==> src/rtl/median_result_packer.sv <==
// median_result_packer
// Packs 1-bit median filter results, arriving in raster order, into bytes
// (earliest pixel in bit 0) and hands them to a byte-wide ready/valid sink
// through a small FIFO. It also checks the result coordinates against the
// expected raster sequence, pads the final partial byte at end of frame and
// reports completion.
//
// Ports:
//   clk, reset            clock and synchronous active-high reset
//   start                 one-cycle pulse: clear everything and begin a frame
//   pix_we/x/y/data       median result strobe, its coordinate and its bit
//   filter_done           level: filter has issued its last window
//   out_valid/out_ready   byte handshake toward the sink
//   out_data, out_addr    packed byte and its byte index within the frame
//   busy                  high while packing or flushing
//   done                  frame fully drained; held until start or reset
//   seq_error             sticky: a result arrived at an unexpected coordinate
//   overflow              sticky: a completed byte was dropped (FIFO full)
module median_result_packer #(
  parameter int IMAGE_WIDTH  = 240,
  parameter int IMAGE_HEIGHT = 180,
  parameter int WINDOW_SIZE  = 3,
  parameter int FIFO_DEPTH   = 4,
  parameter int ADDR_WIDTH   = 13
) (
  input  logic                  clk,
  input  logic                  reset,
  input  logic                  start,
  input  logic                  pix_we,
  input  logic [7:0]            pix_x,
  input  logic [7:0]            pix_y,
  input  logic                  pix_data,
  input  logic                  filter_done,
  output logic                  out_valid,
  input  logic                  out_ready,
  output logic [7:0]            out_data,
  output logic [ADDR_WIDTH-1:0] out_addr,
  output logic                  busy,
  output logic                  done,
  output logic                  seq_error,
  output logic                  overflow
);

  localparam int OUT_W = IMAGE_WIDTH - WINDOW_SIZE + 1;
  localparam int OUT_H = IMAGE_HEIGHT - WINDOW_SIZE + 1;
  localparam int PTR_W = (FIFO_DEPTH > 1) ? $clog2(FIFO_DEPTH) : 1;
  localparam int CNT_W = $clog2(FIFO_DEPTH + 1);
  localparam logic [7:0] LAST_X = 8'(OUT_W - 1);
  localparam logic [7:0] LAST_Y = 8'(OUT_H - 1);

  typedef enum logic [1:0] {
    IDLE  = 2'd0,
    PACK  = 2'd1,
    FLUSH = 2'd2,
    DONE  = 2'd3
  } state_t;

  state_t                state_r, stateNext_s;
  logic [7:0]            shift_r, packed_s;
  logic [2:0]            bitCnt_r;
  logic [7:0]            expX_r, expY_r;
  logic                  pend_r;          // a completed byte waits to enter the FIFO
  logic [7:0]            pendByte_r;
  logic [ADDR_WIDTH-1:0] byteCnt_r;
  logic [7:0]            dataMem_r [FIFO_DEPTH];
  logic [ADDR_WIDTH-1:0] addrMem_r [FIFO_DEPTH];
  logic [PTR_W-1:0]      rdPtr_r, wrPtr_r, rdPtrNext_s;
  logic [CNT_W-1:0]      count_r, countNext_s;
  logic                  accept_s, seqBad_s, padReq_s;
  logic                  pop_s, full_s, wrEn_s, drop_s;
  logic [7:0]            headData_s;
  logic [ADDR_WIDTH-1:0] headAddr_s;

  // Next-state decode; start overrides the current state.
  always_comb begin
    stateNext_s = state_r;
    case (state_r)
      IDLE:  stateNext_s = IDLE;
      PACK:  if (filter_done) stateNext_s = FLUSH; else stateNext_s = PACK;
      FLUSH: begin
        // Done once any pad byte has been pushed and the FIFO has drained.
        if (bitCnt_r == 3'd0 && !pend_r && count_r == CNT_W'(0)) stateNext_s = DONE;
        else stateNext_s = FLUSH;
      end
      DONE:  stateNext_s = DONE;
      default: stateNext_s = IDLE;
    endcase
    if (start) stateNext_s = PACK;
    else stateNext_s = stateNext_s;
  end

  // Pixel acceptance, sequence check, pad request and the packed byte image.
  always_comb begin
    accept_s = (state_r == PACK) && pix_we && !start;
    seqBad_s = accept_s && ((pix_x != expX_r) || (pix_y != expY_r));
    padReq_s = (state_r == FLUSH) && (bitCnt_r != 3'd0) && !start;
    packed_s = shift_r;
    packed_s[bitCnt_r] = pix_data;
  end

  // FIFO control and the next registered head.
  always_comb begin
    pop_s       = out_valid && out_ready;
    full_s      = (count_r == CNT_W'(FIFO_DEPTH));
    wrEn_s      = pend_r && (!full_s || pop_s);
    drop_s      = pend_r && full_s && !pop_s;
    rdPtrNext_s = pop_s ? rdPtr_r + PTR_W'(1) : rdPtr_r;
    countNext_s = count_r + CNT_W'(wrEn_s) - CNT_W'(pop_s);
    headData_s  = out_data;
    headAddr_s  = out_addr;
    if (countNext_s == CNT_W'(0)) begin
      headData_s = out_data;
      headAddr_s = out_addr;
    end else if (wrEn_s && (count_r == CNT_W'(pop_s))) begin
      // FIFO would otherwise be empty: the byte being written becomes the head.
      headData_s = pendByte_r;
      headAddr_s = byteCnt_r;
    end else begin
      headData_s = dataMem_r[rdPtrNext_s];
      headAddr_s = addrMem_r[rdPtrNext_s];
    end
  end

  // State register with registered busy/done status.
  always_ff @(posedge clk) begin
    if (reset) begin
      state_r <= IDLE;
      busy    <= 1'b0;
      done    <= 1'b0;
    end else begin
      state_r <= stateNext_s;
      busy    <= (stateNext_s == PACK) || (stateNext_s == FLUSH);
      done    <= (stateNext_s == DONE);
    end
  end

  // Packing datapath, raster tracking, byte counter, FIFO pointers and outputs.
  always_ff @(posedge clk) begin
    if (reset || start) begin
      shift_r    <= 8'h00;
      bitCnt_r   <= 3'd0;
      expX_r     <= 8'd0;
      expY_r     <= 8'd0;
      pend_r     <= 1'b0;
      pendByte_r <= 8'h00;
      byteCnt_r  <= '0;
      seq_error  <= 1'b0;
      overflow   <= 1'b0;
      rdPtr_r    <= '0;
      wrPtr_r    <= '0;
      count_r    <= '0;
      out_valid  <= 1'b0;
      out_data   <= 8'h00;
      out_addr   <= '0;
    end else begin
      if (accept_s) begin
        if (bitCnt_r == 3'd7) begin
          pendByte_r <= packed_s;
          pend_r     <= 1'b1;
          shift_r    <= 8'h00;
        end else begin
          shift_r <= packed_s;
          pend_r  <= 1'b0;
        end
        bitCnt_r <= bitCnt_r + 3'd1;
        if (expX_r == LAST_X) begin
          expX_r <= 8'd0;
          expY_r <= (expY_r == LAST_Y) ? 8'd0 : expY_r + 8'd1;
        end else begin
          expX_r <= expX_r + 8'd1;
        end
        if (seqBad_s) seq_error <= 1'b1;
      end else if (padReq_s) begin
        // High bits of the partial byte are already zero in the shift register.
        pendByte_r <= shift_r;
        pend_r     <= 1'b1;
        shift_r    <= 8'h00;
        bitCnt_r   <= 3'd0;
      end else begin
        pend_r <= 1'b0;
      end
      // The byte index advances even when the byte is dropped.
      if (pend_r) byteCnt_r <= byteCnt_r + ADDR_WIDTH'(1);
      if (drop_s) overflow <= 1'b1;
      if (wrEn_s) wrPtr_r <= wrPtr_r + PTR_W'(1);
      rdPtr_r   <= rdPtrNext_s;
      count_r   <= countNext_s;
      out_valid <= (countNext_s != CNT_W'(0));
      out_data  <= headData_s;
      out_addr  <= headAddr_s;
    end
  end

  // FIFO storage; contents are only meaningful between the pointers.
  always_ff @(posedge clk) begin
    if (wrEn_s) begin
      dataMem_r[wrPtr_r] <= pendByte_r;
      addrMem_r[wrPtr_r] <= byteCnt_r;
    end
  end

endmodule
==> config.mk <==
export PLATFORM = sky130hd
export DESIGN_NAME = median_result_packer
export DESIGN_NICKNAME = d
export VERILOG_FILES = /design/src/rtl/median_result_packer.sv
export SDC_FILE = /design/constraint.sdc
export NUM_CORES = 1
export LEC_CHECK = 0
export BUFFER_PORTS_ARGS = -buffer_cell sky130_fd_sc_hd__buf_2
export CORE_UTILIZATION = 55
export CTS_CLUSTER_SIZE = 8
export DETAILED_ROUTE_END_ITERATION = 6
export GPL_TIMING_DRIVEN = 0
export PLACE_DENSITY = 0.84
export SLEW_MARGIN = 20
export SYNTH_ARGS = -nofsm -noshare
export SYNTH_HDL_FRONTEND = slang
export SYNTH_SLANG_ARGS = --single-unit
==> constraint.sdc <==
create_clock -name clk -period 6.6 [get_ports clk]
set_clock_uncertainty 0.2 [all_clocks]
set_input_delay 0.33 -clock clk [delete_from_list [all_inputs] [get_ports clk]]
set_output_delay 0.33 -clock clk [all_outputs]
set_load 0.02 [all_outputs]
# Word level (Yosys, flattened, before mapping)
# Memories as Yosys holds them, arrays and structs flattened.
# Index checks and enable logic that the tools add are counted.
dict set report op_classes {
  n_addsub 8
  mul 0
  n_div 0
  order_cmp 2
  eq_ne 14
  n_shift 0
  n_mux 25
  bitwise 0
  n_reduce_logical 31
}
# cell n
set ops {}
lappend ops {{$mux W8} 9}
lappend ops {{$add A8 B1 Y8 const B} 2}
lappend ops {{$eq A8 B8 Y1 const B} 2}
lappend ops {{$ne A8 B8 Y1} 2}
lappend ops {{$add A13 B1 Y13 const B} 1}
lappend ops {{$logic_and A1 B1 Y1} 13}
lappend ops {{$mux W13} 1}
lappend ops {{$logic_not A3 Y1} 3}
lappend ops {{$bwmux W8} 1}
lappend ops {{$eq A2 B2 Y1 const B} 4}
lappend ops {{$pmux W2 S4} 1}
lappend ops {{$mux W1} 7}
lappend ops {{$eq A3 B3 Y1 const B} 2}
lappend ops {{$mux W2} 3}
lappend ops {{$mux W3} 2}
lappend ops {{$reduce_and A2 Y1} 3}
lappend ops {{$reduce_bool A3 Y1} 2}
lappend ops {{$add A2 B1 Y2 const B} 2}
lappend ops {{$eq A2 B1 Y1 const B} 2}
lappend ops {{$logic_not A1 Y1} 4}
lappend ops {{$logic_or A1 B1 Y1} 4}
lappend ops {{$lt A3 B4 Y1 const B} 1}
lappend ops {{$add A3 B1 Y3} 1}
lappend ops {{$add A3 B1 Y3 const B} 1}
lappend ops {{other kinds (7)} 7}
dict set report totals {
  regBits 84
  latch_bits 0
  ramBits 84
  romBits 0
  in_bits 23
  out_inout_bits 26
  word_cells 100
  memories 2
}
# memory words width rd rd_ports_with_merged_regs wr line_no
set mem_list {}
lappend mem_list {addrMem_r 4 13 1 0 1 66} ;# logic [ADDR_WIDTH-1:0] addrMem_r [FIFO_DEPTH];
lappend mem_list {dataMem_r 4 8 1 0 1 65} ;# logic [7:0] dataMem_r [FIFO_DEPTH];

# Depth between registers and ports, before layout
# Gate-level depths: netlist of run 1.
dict set report logic_depth {
  depth_word 8
  ltp_mapped 14
  mapped_depth_nobuf 11
}

# Worst setup path before layout of run 1
# Ideal clock, no wire load.
dict set report synth_path {
  kind {reg2reg}
  start {register out_valid}
  end {register out_data[6]}
  setup_ns 0.123
  arrival_ns 2.899
  path_slack_ns 3.377
  path_stages_with_launch 15
  period_less_slack_ns 3.223
  path_cell_list {dfxtp_1 -> buf_6 -> nand2_1 -> a31oi_1 -> inv_1 -> ha_1 -> inv_1 -> ha_1 -> fa_1 -> xnor3_1 -> or3_1 -> buf_6 -> buf_8 -> o21ai_2 -> a31oi_2}
}
dict set report synth_via {
  elab_chain_len 6
  word_cells_on_any_way 11
  classes_between {2 x add/sub; 1 x eq/ne; 2 x mux; 5 x reduce/logical; 1 x memory}
}
# element line_no
set synth_rtl {}
lappend synth_rtl {{from (decl)} 34} ;# output logic out_valid,
lappend synth_rtl {{from (signal assigned)} 188} ;# out_valid <= (countNext_s != CNT_W'(0));
lappend synth_rtl {{$logic_and A1 B1 Y1 (*)} 103} ;# pop_s = out_valid && out_ready;
lappend synth_rtl {{$logic_or A1 B1 Y1} 105} ;# wrEn_s = pend_r && (!full_s || pop_s);
lappend synth_rtl {{$logic_and A1 B1 Y1} 105}
lappend synth_rtl {{$add A3 B1 Y3} 108} ;# countNext_s = count_r + CNT_W'(wrEn_s) - CNT_W'(pop_s);
lappend synth_rtl {{$sub A3 B1 Y3} 108}
lappend synth_rtl {{$logic_not A3 Y1} 111} ;# if (countNext_s == CNT_W'(0)) begin
lappend synth_rtl {{to (signal assigned)} 189} ;# out_data <= headData_s;
lappend synth_rtl {{to (decl)} 36} ;# output logic [7:0] out_data,
# Every way passes the cells marked *; elsewhere a longest branch is shown, timed or not.
# A chain may end at the register's enable or synchronous reset.

# Final worst setup path of run 1
dict set report layout_path {
  start {register out_valid}
  end {register out_addr[3]}
}
dict set report layout_via {
  elab_chain_len 6
  word_cells_on_any_way 11
  classes_between {2 x add/sub; 1 x eq/ne; 2 x mux; 5 x reduce/logical; 1 x memory}
}
# element line_no
set layout_rtl {}
lappend layout_rtl {{$logic_and A1 B1 Y1 (*)} 103}
lappend layout_rtl {{$logic_or A1 B1 Y1} 105}
lappend layout_rtl {{$logic_and A1 B1 Y1} 105}
lappend layout_rtl {{$add A3 B1 Y3} 108}
lappend layout_rtl {{$sub A3 B1 Y3} 108}
lappend layout_rtl {{$logic_not A3 Y1} 111}
lappend layout_rtl {{to (signal assigned)} 190} ;# out_addr <= headAddr_s;
lappend layout_rtl {{to (decl)} 37} ;# output logic [ADDR_WIDTH-1:0] out_addr,
# Marked as above.

==> results by group, run 1 <==
Global route
  – Global-route wire length before repair: 30100 um
  – Initial antenna violation count: 0
  – GRT Overall Usage: 0.274
  – Largest net degree at the start of global routing: 22
  – Grt ovf: 0
  – Number of global-route vias before repair: approximately 6000

Floorplanning
  – # rows: 42
  – Die Width: 120 um
  – I/O pin total: a little under 50
  – Core area: ~13000 sq um
  – Initial Utilization: 0.572
  – Die area: 14400 sq um
  – Die height: 120 um

Synth
  – Complex-gate fraction of the synthesized area: 0.154
  – Top post-synthesis cells by area: edfxtp_1 33%, dfxtp_1 22%, nor2b_1 3.6%
  – YS warnings: 0
  – Asr flop ratio synth: 0
  – Mux cell area share after synthesis: 0.0189
  – Post-Synth Simple-Gate Area: 0.160
  – Syn nets: 735
  – Avg Cell Area, Syn: 11.0 sq um
  – Area leader, netlist: edfxtp_1
  – Synth cell count leaders: 84 x dfxtp_1, 84 x edfxtp_1, 44 x nor2b_1
  – Dominant synthesized flop cell: edfxtp_1
  – Adder-cell share of the synthesized area: 0.0271
  – Post-synth EDFFs: 84
  – Count of cell types in the netlist: 58
  – Largest family of logic cells by synthesized area: simple AND/OR/NAND/NOR gates
  – Post-Synth XOR/XNOR Area: 0.0452
  – Synthesized area: 7670 sq um
  – Sequential share of the synthesized area: 0.548
  – Synth Instances: 696
  – Number of synthesized register bits: 168
  – Top cell type's share of synthesized area: 0.329

Clock network
  – Post-CTS setup buffer count: 0
  – CTS tree: done
  – CTS Buf Count: 17
  – H-tree Lvls: 4
  – Latest clock arrival within the worst-skew pair: about 0.43 ns
  – Register clock-pin slew on the reported worst setup and hold paths: ~0.070 ns
  – Root Buffer: clkbuf_16
  – Deepest clock path buffer count: 2
  – Clock Sink Count: 168

STA
  – Max Slew Vio Count: 0
  – Max Clk Rate: 288 MHz
  – Fin crit share: 0.525
  – Setup TNS: 0 ns
  – Hold Vio Cnt, Final: 0
  – Slew HR: 0.221
  – RSZ-0062 raised after global routing: false
  – Final min period: 3.47 ns
  – Min Hold Slack: 0.0278 ns
  – Final setup fails: 0
  – Worst slew pin tran: 1.17 ns

Power
  – Net Sw Power: ~0.5 mW
  – Sequential fraction of design power: 0.510
  – Pleak: 3.11 nW
  – Worst vdd ir: 162 uV
  – Comb pwr share: 0.040
  – Sw Ratio: 0.232
  – Power density cells: 246 nW/um^2
  – Clk network pwr share: 0.450
  – Internal: roughly 1.7 mW

Placed design
  – DP HPWL: 12400 um
  – Final Wtd Congestion: 0.861
  – PortBufs: 47
  – # placed instances: ~920
  – Placed instance area: 8130 sq um

Detailed routing
  – WL met3: between 1500 and 2000 um
  – DRC Markers: 0
  – Met1 wire length: 7320 um
  – Routed vias: about 6000
  – DRT Pass-1 Iters: 7
  – Final antenna-violating net count: 0
  – Met2 wire len: 9360 um
  – Vias per cell: between 6 and 7
  – Top sig layer: met4
  – WL per Instance: 19.8 um
  – 1st-iter DRT viols: 666
  – Post-Route WL: 18800 um

Finish
  – Area delta synth->final: 13.7%
  – Total Nets Final: 803
  – Share of cells above drive strength 1: 0.166
  – Diodes inserted: 0
  – Final Non-Filler Cells: 953
  – Finished Cell Area: 8720 sq um

Worst setup path
  – WP data required: approximately 6.7 ns
  – Critical path arrival: 3.58 ns
  – R2r setup slk: around 3.1 ns
  – CP Class: flip-flop to flip-flop
  – Worst Path Max Fanout: 10
  – CP endpoint kind: flip-flop
  – Critical Path Start Type: flip-flop

Hold path
  – Hold WC Path Type: primary input to flip-flop

Run
  – Maximum capacitance violations: 0

Outcome
  – Status: finished clean
-- layout by cell type, fill, tap and decap left out, types with 4 or more instances in the layout --
cell type / instances
a22o_1: 4
o21ai_1: 15
buf_6: 6
a31oi_1: 22
o22ai_1: 20
clkinv_4: 7
xor2_1: 8
nor2_1: 33
o21ai_2: 4
a211oi_1: 21
o2bb2ai_1: 4
nand3b_1: 6
ha_1: 15
nand2b_1: 4
o21ai_0: 18
clkbuf_16: 17
and2_1: 10
nand3_1: 13
edfxtp_1: 84
or3_1: 5
nor2b_1: 44
mux2_2: 4
dfxtp_1: 84
nor4_1: 9
clkbuf_1: 18
nand4_1: 15
inv_1: 21
buf_4: 4
buf_2: 66
nand2_1: 43
or4_1: 21
a221oi_1: 21
mux2i_1: 10
xnor2_1: 29
a21oi_1: 20
-- worst paths after layout --
path / start / end / cells past startpoint
worst max-delay path: out_valid / out_addr[3] / 14
worst min-delay path: filter_done / state_r[1] / 3
worst max register to register: out_valid / out_addr[3] / 14
worst min register to register: overflow / overflow / 2
-- per-layer routing --
metal | up-vias | track usage
met4 | 0 | 0.102
met3 | 53 | 0.0675
met2 | 360 | 0.460
li1 | 2734 | -
met1 | 2849 | 0.341
met5 | - | 0
-- power groups by stage --
stage | Clock [mW] | Sequential, mW | Combinational [mW]
after floorplan | 0 | 1.12 | 0.0478
after global placement | 0 | 1.12 | 0.0809
after detailed placement | 0 | 1.12 | 0.0841
after CTS | 0.965 | 1.10 | 0.0850
after global routing | 1.01 | 1.10 | 0.0927
final | 0.966 | 1.10 | 0.0858
-- per-stage QoR --
stage,setup slack [ns],total power [mW],util
detailed placement,3.13,1.20,0.606
finish,3.13,2.15,0.651
CTS,3.16,2.15,0.650
global placement,3.22,1.20,0.606
floorplan,3.38,1.17,-
global route,2.94,2.20,0.651
-- flip-flops by register name, summed over array words and instances, names as in the netlist, 3 cells and up --
| register | cells |
|---|---|
| expX_r | 8 |
| dataMem_r | 32 |
| addrMem_r | 52 |
| count_r | 3 |
| shift_r | 8 |
| out_addr | 13 |
| expY_r | 8 |
| bitCnt_r | 3 |
| byteCnt_r | 13 |
| pendByte_r | 8 |
| out_data | 8 |
-- worst max-delay path: stages (launching register included) --
cell	delay, ns
dfxtp_1	0.38
buf_6	0.15
nand2_1	0.10
a31oi_1	0.50
inv_1	0.10
ha_1	0.29
inv_1	0.04
ha_1	0.17
fa_1	0.36
xnor3_1	0.20
or3_1	0.35
buf_6	0.16
buf_6	0.15
o21ai_1	0.13
a31oi_1	0.06
-- what timing repair did --
action	4_1_cts	5_1_grt
resized for setup	0	0
hold endpoints to repair	3	0
hold buffers	1	0
-- cell type report --
cell class	instances	area, sq um
fill	986	4680
sequential	168	4200
inverter	21	78.8
multi-input combinational	459	3110
clock buffer	17	425
tap	176	220
buffer	48	275
timing repair buffer	49	260
clock inverter	15	148
-- cell families after synthesis --
family,count (synthesis)
XOR/XNOR,38
adder cells (fa/ha/maj),16
AND/OR/NAND/NOR,220
buffers and inverters,69
flip-flops,168
multiplexers,14
AO/OA/AOI/OAI,171
Power figures use the tool's default switching activity.
==> run 2: changes to the inputs <==
Clock period 6.6 ns to 3.3 ns, I/O delays scaled along.
==> run 2 against run 1 <==
Net effect: the flow now finishes with violations (DRC); critical path depth is the same; sequential share of layout area shrank 0.18 points; first-iteration DRC count shrank 3.3%; total power grew 100%; final area grew 0.37%; highest routed layer unchanged.
==> results by group, run 2 (synthesis results as in run 1) <==
Finish
  – Finished Cell Area: about 8800 sq um
  – Share of cells above drive strength 1: 0.168
  – Most flop-heavy register: addrMem_r
  – Total Nets Final: between 800 and 900
  – # fillers: 978
  – Most frequent cells in the layout: 84 x edfxtp_1, 84 x dfxtp_1, 66 x buf_2, 44 x nor2b_1, 43 x nand2_1
  – Post-route core utilization: 0.654
  – Area delta synth->final: 14.2%
  – Top flop regs: addrMem_r x52, dataMem_r x32
  – Max FFs per register: 52
  – Diodes inserted: 0

Worst setup path
  – CP Class: flip-flop to flip-flop
  – Cell mode on critical path: buf_6
  – Worst-path cell chain: buf_6, nand2_1, a31oi_4, inv_1, ha_1, inv_1, ha_1, fa_1, xnor3_1, or3_1, buf_6, buf_6, o21ai_1, a31oi_1
  – Critical path arrival: 3.26 ns
  – Slowest cell delay on critical path: 0.38 ns
  – CP top delay family: adder cells
  – Worst Path Max Fanout: 10
  – Worst Path Buf+Inv: 5
  – CP max stage cell: dfxtp_1
  – Critical Path Start Type: flip-flop
  – WP data required: approximately 3.4 ns
  – CP endpoint kind: flip-flop

Global route
  – GRT Overall Usage: 0.275
  – Largest net degree at the start of global routing: 22
  – Number of global-route vias before repair: 5992
  – Grt ovf: 0
  – Global-route wire length before repair: 30200 um
  – Initial antenna violation count: 0

Clock network
  – Latest clock arrival within the worst-skew pair: approximately 0.43 ns
  – H-tree Lvls: 4
  – CTS Buf Count: 17
  – CTS tree: done
  – Root Buffer: clkbuf_16
  – Register clock-pin slew on the reported worst setup and hold paths: 0.07 ns
  – Deepest clock path buffer count: 2
  – Clock Sink Count: 168

Outcome
  – Failing checks: DRC
  – Status: complete, but fails checks

Placed design
  – Pre-CTS setup slack: -0.124 ns
  – PortBufs: 47
  – Placed instance area: roughly 8100 sq um
  – Final Wtd Congestion: 0.861
  – DP HPWL: 12400 um

STA
  – Setup WS post-layout: 0.148 ns
  – Slew HR: 0.240
  – RSZ-0062 raised after global routing: false
  – Max Slew Vio Count: 0
  – Final setup fails: 0
  – Worst slew pin tran: 1.14 ns
  – Fin crit share: 0.955
  – Hold Vio Cnt, Final: 0
  – Final min period: 3.15 ns
  – Max Clk Rate: 317 MHz

Power
  – Pleak: 3.12 nW
  – Tot Pwr: 4.30 mW
  – Power density cells: ~490 nW/um^2
  – Worst vdd ir: between 300 and 400 uV

Floorplanning
  – Die Width: about 120 um
  – # rows: 42
  – Core area: 13400 sq um
  – Die height: around 120 um
  – I/O pin total: 49
  – Initial Utilization: 0.572
  – Die area: 14400 sq um

Hold path
  – Hold WC Path Type: primary input to flip-flop

Detailed routing
  – Vias per cell: 6.30
  – WL per Instance: 19.7 um
  – DRT Pass-1 Iters: 7
  – Final antenna-violating net count: 0
  – DRC Markers: 8
  – Routed vias: 6019
  – Post-Route WL: 18900 um
  – 1st-iter DRT viols: 644

Run
  – Maximum capacitance violations: 0
[run 2: cell types whose count changed in the layout (fill, tap and decap cells not counted), sizes merged]
cell | before | now
buf | 78 | 79
dlygate4sd3 | 1 | 2
[run 2: stage by stage]
| stage | instances | hold WS (ns) | TNS (ns) |
|---|---|---|---|
| floorplan | 696 | 0.0366 | 0 |
| global placement | 919 | 0.191 | -0.449 |
| detailed placement | 919 | 0.203 | -1.91 |
| CTS | 953 | 0.0355 | 0 |
| global route | 955 | 0.0342 | 0 |
| finish | 955 | 0.0181 | 0 |
[run 2: worst paths after layout]
path / slack, ns / to / cells after the start / start
worst max-delay path: 0.15 / out_addr[3] / 14 / out_valid
worst min-delay path: 0.02 / seq_error / 5 / pix_y[0]
worst max register to register: 0.15 / out_addr[3] / 14 / out_valid
worst min register to register: 0.29 / overflow / 2 / overflow
[run 2: metal layers]
layer,global-route usage,part of all wire,vias to the layer above
li1,-,-,2742
met4,0.102,0.021,0
met2,0.462,0.50,325
met3,0.0675,0.090,58
met1,0.342,0.39,2894
met5,0,0,-
[run 2: what timing repair did]
item | 4_1_cts | 5_1_grt
pin swaps | 0 | 1
endpoints found under the hold margin | 4 | 0
setup buffers | 0 | 1
gates resized for setup | 2 | 0
hold buffers | 2 | 0
endpoints found under the setup margin | 22 | 20
[run 2: final cells by class]
cell class	instances	area (sq um)	share of cell area
plain buffers	48	275	0.0314
repair buffers	51	278	0.0317
well taps	176	220	0.0251
inverters	21	78.8	0.00900
clock buffers	17	425	0.0486
flip-flops and latches	168	4200	0.480
multi-input cells	459	3130	0.357
clock inverters	15	148	0.0169
[run 2: tightest hold or removal path: cells and delay by family]
kind | cells | cell delay, ns
AOI/OAI and AO/OA | 1 | 0.20
xor gates and xnor gates | 1 | 0.05
buffers and inverters | 1 | 0.08
and+or+nand+nor | 2 | 0.11
[run 2: report_power, final]
part | switching, mW | internal, mW
clock | 0.877 | 1.05
sequential | 0.0101 | 2.18
combinational | 0.108 | 0.0658
total | 0.994 | 3.30
